$ cat src/rtl/decd_nm_seq_pkg.sv
// Shared definitions for the N-to-2^N decoder/sequencer: mode codes, FSM states, decode helpers.
// Latency: n/a (types and pure functions only).
// Backpressure: n/a.
package decd_nm_seq_pkg;

    // mode input encoding
    localparam logic [1:0] MODE_DEC    = 2'b00;
    localparam logic [1:0] MODE_THERMO = 2'b01;
    localparam logic [1:0] MODE_SCAN   = 2'b10;
    localparam logic [1:0] MODE_RSVD   = 2'b11;

    // Widest supported decoder: SEL_W = 6 -> 64 output lines.
    localparam int MAX_SEL_W = 6;
    localparam int MAX_OUT_W = 64;

    typedef enum logic [1:0] {
        IDLE = 2'd0,
        HOLD = 2'd1,
        SCAN = 2'd2
    } state_t;

    // One bit set at position sel.
    function automatic logic [MAX_OUT_W-1:0] onehot(input logic [MAX_SEL_W-1:0] sel);
        return 64'd1 << sel;
    endfunction

    // Bits 0..sel set. For sel = 63 the shift overflows to zero and the
    // subtraction wraps to all ones, which is the intended full-scale value.
    function automatic logic [MAX_OUT_W-1:0] thermo(input logic [MAX_SEL_W-1:0] sel);
        return (64'd2 << sel) - 64'd1;
    endfunction

endpackage

$ cat src/rtl/decd_nm_seq_if.sv
// Handshake and decoded-output bundle between a control block and decd_nm_seq.
// Latency: n/a (wiring only).
// Backpressure: in_ready from the decoder gates in_valid; outputs are never stalled.
interface decd_nm_seq_if #(
    parameter int SEL_W = 3
) ();
    localparam int OUT_W = 2**SEL_W;

    logic             en;
    logic [1:0]       mode;
    logic             in_valid;
    logic             in_ready;
    logic [SEL_W-1:0] in_sel;
    logic [OUT_W-1:0] out_dec;
    logic             out_valid;
    logic             scan_wrap;
    logic             busy;

    // master: the controller driving codes into the decoder
    modport master (
        output en, mode, in_valid, in_sel,
        input  in_ready, out_dec, out_valid, scan_wrap, busy
    );

    // slave: the decoder itself
    modport slave (
        input  en, mode, in_valid, in_sel,
        output in_ready, out_dec, out_valid, scan_wrap, busy
    );
endinterface

$ cat src/rtl/decd_nm_seq_core.sv
// Combinational SEL_W -> 2**SEL_W decoder, one-hot or thermometer per thermo_en.
// Latency: 0 cycles (pure combinational).
// Backpressure: none.
module decd_nm_seq_core
    import decd_nm_seq_pkg::*;
#(
    parameter int SEL_W = 3
) (
    input  logic [SEL_W-1:0]     sel,
    input  logic                 thermo_en,
    output logic [2**SEL_W-1:0]  dec
);
    localparam int OUT_W = 2**SEL_W;

    logic [MAX_SEL_W-1:0] sel_ext;
    logic [MAX_OUT_W-1:0] full;

    always_comb begin
        sel_ext              = '0;
        sel_ext[SEL_W-1:0]   = sel;
        full                 = thermo_en ? thermo(sel_ext) : onehot(sel_ext);
    end

    assign dec = full[OUT_W-1:0];

    // Lines above OUT_W are always zero for narrow decoders and are dropped.
    generate
        if (OUT_W < MAX_OUT_W) begin : g_hi
            logic unused_hi;
            assign unused_hi = ^full[MAX_OUT_W-1:OUT_W];
        end
    endgenerate
endmodule

$ cat src/rtl/decd_nm_seq.sv
// Registered N-to-2^N decoder with DECODE / THERMO / auto-SCAN modes and programmable dwell.
// Latency: accepted code on out_dec 1 cycle after the accepting edge, flagged by out_valid.
// Backpressure: in_ready (combinational) low while scanning, disabled, or in reserved mode.
//
// Ports: clk, rst_n (async active-low), bus (decd_nm_seq_if.slave):
//   en, mode, in_valid, in_sel -> in; in_ready, out_dec, out_valid, scan_wrap, busy -> out.
module decd_nm_seq
    import decd_nm_seq_pkg::*;
#(
    parameter int SEL_W   = 3,
    parameter int DWELL   = 4,
    parameter bit ACT_LOW = 1'b0
) (
    input  logic          clk,
    input  logic          rst_n,
    decd_nm_seq_if.slave  bus
);
    localparam int OUT_W = 2**SEL_W;
    localparam int DW    = $clog2(DWELL + 1);
    localparam logic [DW-1:0] DWELL_LAST = DW'(DWELL - 1);

    state_t           state;
    logic [SEL_W-1:0] idx;
    logic [DW-1:0]    dwell_cnt;
    logic [OUT_W-1:0] out_reg;     // active-high internally; polarity fixed at the port
    logic             out_valid_r;
    logic             scan_wrap_r;

    logic             enabled;
    logic             accept;
    logic [SEL_W-1:0] idx_nxt;
    logic [OUT_W-1:0] acc_dec;
    logic [OUT_W-1:0] step_dec;

    // Reserved mode behaves exactly like en = 0.
    assign enabled      = bus.en & (bus.mode != MODE_RSVD);
    assign bus.in_ready = enabled & (state != SCAN);
    assign accept       = bus.in_valid & bus.in_ready;
    assign idx_nxt      = idx + SEL_W'(1);

    // Decode of the incoming code; mode SCAN is not THERMO so this yields
    // the one-hot start line for a scan accept as well.
    decd_nm_seq_core #(.SEL_W(SEL_W)) u_acc_dec (
        .sel       (bus.in_sel),
        .thermo_en (bus.mode == MODE_THERMO),
        .dec       (acc_dec)
    );

    // Next scan line.
    decd_nm_seq_core #(.SEL_W(SEL_W)) u_step_dec (
        .sel       (idx_nxt),
        .thermo_en (1'b0),
        .dec       (step_dec)
    );

    always_ff @(posedge clk or negedge rst_n) begin
        if (!rst_n) begin
            state       <= IDLE;
            idx         <= '0;
            dwell_cnt   <= '0;
            out_reg     <= '0;
            out_valid_r <= 1'b0;
            scan_wrap_r <= 1'b0;
        end else begin
            out_valid_r <= 1'b0;
            scan_wrap_r <= 1'b0;
            if (!enabled) begin
                // Silent drop to inactive: no out_valid pulse.
                state     <= IDLE;
                idx       <= '0;
                dwell_cnt <= '0;
                out_reg   <= '0;
            end else begin
                case (state)
                    IDLE, HOLD: begin
                        // Without an accept the output and state hold, even if mode changed.
                        if (accept) begin
                            out_reg     <= acc_dec;
                            out_valid_r <= 1'b1;
                            if (bus.mode == MODE_SCAN) begin
                                state     <= SCAN;
                                idx       <= bus.in_sel;
                                dwell_cnt <= '0;
                            end else begin
                                state <= HOLD;
                            end
                        end
                    end
                    SCAN: begin
                        if (bus.mode != MODE_SCAN) begin
                            state     <= IDLE;
                            idx       <= '0;
                            dwell_cnt <= '0;
                            out_reg   <= '0;
                        end else if (dwell_cnt == DWELL_LAST) begin
                            idx         <= idx_nxt;
                            dwell_cnt   <= '0;
                            out_reg     <= step_dec;
                            out_valid_r <= 1'b1;
                            scan_wrap_r <= (idx == SEL_W'(OUT_W - 1));
                        end else begin
                            dwell_cnt <= dwell_cnt + DW'(1);
                        end
                    end
                    default: begin
                        state     <= IDLE;
                        idx       <= '0;
                        dwell_cnt <= '0;
                        out_reg   <= '0;
                    end
                endcase
            end
        end
    end

    assign bus.out_dec   = ACT_LOW ? ~out_reg : out_reg;
    assign bus.out_valid = out_valid_r;
    assign bus.scan_wrap = scan_wrap_r;
    assign bus.busy      = (state != IDLE);
endmodule

$ cat src/flat_wrapper.sv
// flat-port wrapper written by rule: the top's interface ports become plain ports
module decd_nm_seq_flat import decd_nm_seq_pkg::*;
#(
    parameter int SEL_W   = 3,
    parameter int DWELL   = 4,
    parameter bit ACT_LOW = 1'b0
)
  (clk, rst_n, bus_en, bus_mode, bus_in_valid, bus_in_sel, bus_in_ready, bus_out_dec, bus_out_valid, bus_scan_wrap, bus_busy);
  decd_nm_seq_if #(.SEL_W(SEL_W)) bus_i ();
  input  logic clk;
  input  logic rst_n;
  input wire logic [$bits(bus_i.en)-1:0] bus_en;
  input wire logic [$bits(bus_i.mode)-1:0] bus_mode;
  input wire logic [$bits(bus_i.in_valid)-1:0] bus_in_valid;
  input wire logic [$bits(bus_i.in_sel)-1:0] bus_in_sel;
  output wire logic [$bits(bus_i.in_ready)-1:0] bus_in_ready;
  output wire logic [$bits(bus_i.out_dec)-1:0] bus_out_dec;
  output wire logic [$bits(bus_i.out_valid)-1:0] bus_out_valid;
  output wire logic [$bits(bus_i.scan_wrap)-1:0] bus_scan_wrap;
  output wire logic [$bits(bus_i.busy)-1:0] bus_busy;
  assign bus_i.en = bus_en;
  assign bus_i.mode = bus_mode;
  assign bus_i.in_valid = bus_in_valid;
  assign bus_i.in_sel = bus_in_sel;
  assign bus_in_ready = bus_i.in_ready;
  assign bus_out_dec = bus_i.out_dec;
  assign bus_out_valid = bus_i.out_valid;
  assign bus_scan_wrap = bus_i.scan_wrap;
  assign bus_busy = bus_i.busy;
  decd_nm_seq #(.SEL_W(SEL_W), .DWELL(DWELL), .ACT_LOW(ACT_LOW)) u_core (.clk(clk), .rst_n(rst_n), .bus(bus_i));
endmodule
$ cat config.mk
export PLATFORM = sky130hd
export DESIGN_NAME = decd_nm_seq_flat
export DESIGN_NICKNAME = d
export VERILOG_FILES = /design/src/rtl/decd_nm_seq_pkg.sv /design/src/rtl/decd_nm_seq_if.sv /design/src/rtl/decd_nm_seq_core.sv /design/src/rtl/decd_nm_seq.sv /design/src/flat_wrapper.sv
export SDC_FILE = /design/constraint.sdc
export NUM_CORES = 1
export LEC_CHECK = 0
export BUFFER_PORTS_ARGS = -buffer_cell sky130_fd_sc_hd__buf_2
export CORE_MARGIN = 2
export CORE_UTILIZATION = 51
export CTS_CLUSTER_DIAMETER = 40
export DETAILED_ROUTE_END_ITERATION = 10
export HOLD_SLACK_MARGIN = 0.12
export PLACE_DENSITY = 0.78
export RECOVER_POWER = 25
export SLEW_MARGIN = 40
export SYNTH_ARGS = -nofsm -noshare
export SYNTH_HDL_FRONTEND = slang
export SYNTH_HIERARCHICAL = 1
export SYNTH_SLANG_ARGS = --single-unit
$ cat constraint.sdc
create_clock -name clk -period 1.76 [get_ports clk]
set_input_delay 0.176 -clock clk [delete_from_list [all_inputs] [get_ports clk]]
set_output_delay 0.176 -clock clk [all_outputs]
set_load 0.03 [all_outputs]
# [Word-level counts from Yosys, hierarchy flattened]
# Cells that the tools add are included.
# W data, S select, Z words.
[totals] register_bits=18 input_bits=9 elab_cells=67
[classes] add_sub_neg=3 n_eq_ne=13 n_shift=3 n_mux=32 bitwise_logic=3 reduce_logical=7
[op_table] op="$mux W8" count=5
[op_table] op="$mux W3" count=10
[op_table] op="$pmux W8 S2" count=1
[op_table] op="$shl A1 B3 Y8 const A" count=2
[op_table] op="$pmux W3 S2" count=2
[op_table] op="$ne A3 B3 Y1 const B" count=3
[op_table] op="$mux W1" count=8
[op_table] op="$mux W2" count=4
[op_table] op="$shl A2 B3 Y8 const A" count=1
[op_table] op="$sub A8 B1 Y8 const B" count=1
[op_table] op="$add A3 B1 Y3 const B" count=2
[op_table] op="$ne A2 B2 Y1 const B" count=3
[op_table] op="$reduce_and A2 Y1" count=3
[op_table] op="$eq A2 B1 Y1 const B" count=2
[op_table] op="$eq A2 B2 Y1 const B" count=2
[op_table] op="$ne A4 B4 Y1 const B" count=1
[op_table] op="$pmux W2 S2" count=1
[op_table] op="$and A1 B1 Y1" count=3
[op_table] op="$eq A3 B2 Y1 const B" count=1
[op_table] op="$eq A3 B3 Y1 const B" count=1
[op_table] op="$reduce_and A3 Y1" count=1
[op_table] op="$logic_not A2 Y1" count=1
[op_table] op="$pmux W1 S2" count=1
[op_table] op="$reduce_bool A2 Y1" count=1
[op_table] op="$reduce_or A2 Y1" count=1

# [Depth between registers and ports, before layout]
[depth] word_depth=7 depth_mapped=8 mapped_depth_nobuf=7

# [By module]
# Netlist, hierarchy kept.
[modules_own_cells] mod="decd_nm_seq" instances=1 cells_each=106 area_per_inst_um2=1146.1 seq_area_each_um2=450.4
[modules_own_cells] mod="decd_nm_seq_core" instances=2 cells_each=18 area_per_inst_um2=127.6 seq_area_each_um2=0.0

# [Worst setup path before layout]
# No wires, ideal clock.
[synth_timing] path_kind="register to register" from="register u_core.idx[0]" to="register u_core.out_reg[7], in the netlist u_core/bus.out_dec[7]" setup_ns=0.065 arrival_time_ns=1.890 required_ns=1.695 slack_ns=-0.195 path_stages_with_launch=8 n_path_buf=1 synth_period_minus_slack_ns=1.955 path_cell_list="dfrtp_1 -> ha_1 -> ha_1 -> buf_6 -> and3_2 -> or4bb_1 -> a211oi_1 -> mux2_4"
[synth_via] elab_chain_len=6
[synth_lines] element="start, declared" line_no="decd_nm_seq.sv:23" text="logic [SEL_W-1:0] idx;"
[synth_lines] element="start signal, assigned" line_no="decd_nm_seq.sv:82" text="idx <= bus.in_sel;"
[synth_lines] element="start signal, assigned" line_no="decd_nm_seq.sv:96" text="idx <= idx_nxt;"
[synth_lines] element="$add A3 B1 Y3" line_no="decd_nm_seq.sv:39" text="assign idx_nxt = idx + SEL_W'(1);"
[synth_lines] element="net u_core.idx_nxt[2]" line_no="decd_nm_seq.sv:31" text="logic [SEL_W-1:0] idx_nxt;"
[synth_lines] element="$shl A1 B3 Y8" line_no="decd_nm_seq_pkg.sv:24" text="return 64'd1 << sel;"
[synth_lines] element="net u_core.step_dec[7]" line_no="decd_nm_seq.sv:33" text="logic [OUT_W-1:0] step_dec;"
[synth_lines] element="$mux W8" line_no="decd_nm_seq.sv:95" text="end else if (dwell_cnt == DWELL_LAST) begin"
[synth_lines] element="$mux W8" line_no="decd_nm_seq.sv:90" text="if (bus.mode != MODE_SCAN) begin"
[synth_lines] element="$pmux W8 S2" line_no="decd_nm_seq.sv:74" text="case (state)"
[synth_lines] element="$mux W8" line_no="decd_nm_seq.sv:67" text="if (!enabled) begin"
[synth_lines] element="end signal, assigned" line_no="decd_nm_seq.sv:98" text="out_reg <= step_dec;"
[synth_lines] element="end, declared" line_no="decd_nm_seq.sv:25" text="logic [OUT_W-1:0] out_reg;"
# The timed path passes the listed nets, and every way through them passes these cells. The select of a mux whose other input is x is not followed.
# A chain may end at the register's enable or synchronous reset.

# [Worst setup path after layout]
[layout_timing] from="register u_core.idx[0]" to="register u_core.out_reg[6], in the netlist u_core/bus.out_dec[6]"
# The elaborated chain is that of the path after synthesis.

==> results.py <==
metrics = {
    "global_routing": {
        "grt_pass1_vias": 1111,
        "grt_usage_pct": 20.9,
        "grt_pass1_wl_um": 5270,
        "gr-total-overflow": 0,
        "antenna_found_initial": 0,
        "grt_max_degree": 25,
    },
    "detailed_routing": {
        "dr.first_iter.drc_count": 45,
        "firstDrtPassIters": 4,
        "wl_per_cell_um": 15.5,
        "avgViaCountPerCell": 5.76,
        "wirelength_um": 3060,
        "drtAntennaViolNets": 0,
        "routed-via-count": 1135,
        "drc": 0,
    },
    "timing": {
        "finalWorstSetupSlack_ns": -0.138,
        "fin_crit_sh_pct": 108,
        "skew_ns": 0.00708,
        "finalHoldViolations": 0,
        "relSlewSlack_pct": 38.9,
        "rsz0062_at_grt": "true",
        "slew_violations": 0,
        "fin_tns_setup_ns": -0.585,
        "tightest_slew_ns": 0.916,
        "setup_viol": 6,
        "fmax_ghz": 0.527,
        "period_minus_slack_ns": 1.90,
    },
    "floorplanning": {
        "coreArea_um2": 2690,
        "die_x_um": 56.4,
        "die_height_um": 56.4,
        "rows": 19,
        "pin_count": 21,
        "start_util_pct": 52.2,
        "die_area_um2": 3180,
    },
    "place": {
        "io_buffers": 20,
        "placed_cell_area_um2": 1560,
        "hpwl_um": 2170,
        "place_congestion": 0.823,
    },
    "clock_tree": {
        "numClockSinks": 18,
        "cts_root_buffer": "clkbuf_4",
        "cts_tree": "done",
        "cts_inserted_buffers": 3,
        "ctsLongestPathBuffers": 2,
        "htree_levels": 1,
        "clk_pin_slew_ns": 0.10,
        "clk_latency_ns": 0.29,
    },
    "yosys": {
        "postSynthRegisterBits": 18,
        "yosys-top-cells-area": "dfrtp_1 (32%), mux2_4 (11%), a211oi_1 (5.4%)",
        "avgSynthCellArea_um2": 9.87,
        "ys_warn_count": 6,
        "synth-seq-area-share_pct": 32.1,
        "synth_top_area_share_pct": 32.1,
        "synth_top_area_cell": "dfrtp_1",
        "synth_area_um2": 1400,
        "yosysUniqueCellTypes": 39,
        "synthCells": 142,
    },
    "layout": {
        "antenna_cells": 0,
        "layout-drive-gt1-share_pct": 38.0,
        "area_growth_pct": 17.5,
        "nNetsFinal": 179,
        "most-common-layout-cells": "buf_2 (19), dfrtp_1 (18), nor2_1 (17)",
        "layout_commonest_cell": "buf_2",
        "final_area_um2": 1650,
    },
    "critical_path": {
        "start_kind": "register",
        "required_ns": 1.99,
        "cp.arrival_ns": 2.13,
        "worstRegToRegCells": 7,
        "crit_path_end_kind": "register",
        "rrSetupSlack_ns": -0.14,
        "criticalPathCategory": "register to register",
        "reg2reg_from": "u_core/idx[0]",
        "rr_endpoint": "u_core/bus.out_dec[6]",
        "cp_max_fo": 6,
    },
    "status": {
        "status": "complete, but fails checks",
        "violations": "setup timing",
    },
    "power_and_ir_drop": {
        "peakVddDrop_uv": 443,
        "cellPowerDensity_nw_per_um2": 634,
        "p_total_mw": 1.04,
        "power.leakage_nw": 0.733,
    },
    "worst_hold_path": {
        "hold_depth": 3,
        "min_from": "bus_in_valid",
        "min_to": "u_core/state[0]",
        "hp-class": "input port to register",
    },
    "run": {
        "max_cap_viol_count": 0,
    },
}
-- how the worst max path moves through the flow --
stage,from,endpoint,slack (ns),cells after the start
after floorplan,u_core/idx[0],u_core/bus.out_dec[7],-0.10,7
after global routing,u_core/idx[1],u_core/bus.out_dec[7],-0.26,6
final,u_core/idx[0],u_core/bus.out_dec[6],-0.14,7
after CTS,u_core/idx[1],u_core/bus.out_dec[7],-0.15,6
after detailed placement,u_core/idx[1],u_core/bus.out_dec[7],-0.15,6
after global placement,u_core/idx[0],u_core/bus.out_dec[7],-0.09,6
-- cells by family after synthesis --
kind of cell,count (synthesis),synth area share (%)
AOI/OAI and AO/OA,31,17.0
other,1,0.268
muxes,15,14.5
DFF,18,32.1
and+or+nand+nor,58,26.8
buffers and inverters,16,6.70
adders and majority gates,3,2.68
-- metal layers --
| metal | wire [um] | global-route usage, % |
|---|---|---|
| met1 | 1430 | 28.6 |
| met2 | 1450 | 32.9 |
| met3 | 139 | 3.23 |
| met4 | 40 | 8.16 |
| met5 | 0 | 0 |
-- area by class of cell --
cell class	count	area [um2]
repair buffers	28	165
inverters	4	18.8
fillers	212	1040
clock buffers	4	36.3
well taps	31	38.8
multi-input cells	112	937
flip-flops and latches	18	450
-- synth_stat cells, drive strengths merged --
library cell   n
o21ai          5
or4bb          4
or4b           1
o31ai          2
inv            4
ha             3
a21oi          6
a211oi        10
buf            8
mux2i          3
mux2          12
a32oi          2
nor2b          4
a21bo          1
or2            3
and4bb         1
a211o          1
dfrtp         18
and2           1
and3           2
nand4bb        6
clkbuf         4
nand3          3
nand2          8
a21boi         2
conb           1
nand2b         4
o21a           2
nor2          19
nand3b         2
-- per-stage QoR --
step / hold WS [ns] / instances / setup slack, ns / utilization, %
after global routing: 0.146 / 197 / -0.256 / 61.3
after floorplan: -0.120 / 146 / -0.104 / -
after global placement: 0.114 / 191 / -0.0949 / 57.9
after detailed placement: 0.121 / 191 / -0.147 / 57.9
after CTS: 0.138 / 197 / -0.153 / 61.2
final: 0.146 / 197 / -0.138 / 61.3
-- power by group --
group | switching, mW | total (mW) | internal, mW | leakage, nW
sequential | 0.0146 | 0.449 | 0.434 | 0.244
clock | 0.124 | 0.250 | 0.126 | 0.0210
combinational | 0.193 | 0.345 | 0.152 | 0.468
-- timing repair --
action | in CTS | in global routing
pin swaps | 6 | 2
buffers inserted | 1 | 0
resized for setup | 8 | 1
hold buffers | 1 | 0
hold endpoints to repair | 18 | 0
gates cloned | 0 | 0
endpoints found under the setup margin | 8 | 8
-- critical path: stages, from the launching register on --
cell and delay [ns]:
dfrtp_1 0.42, ha_4 0.17, ha_4 0.30, nand2_1 0.06
a21oi_1 0.11, or4bb_1 0.43, a211oi_2 0.19, mux2_4 0.16
-- flip-flops by register name, indices dropped and copies added, names as in the netlist --
register	cells
u_core/bus.out_dec	8
u_core/dwell_cnt	3
u_core/idx	3
u_core/state	2
u_core/bus.out_valid	1
u_core/bus.scan_wrap	1
Note: power is estimated with default switching activity, not from simulation.
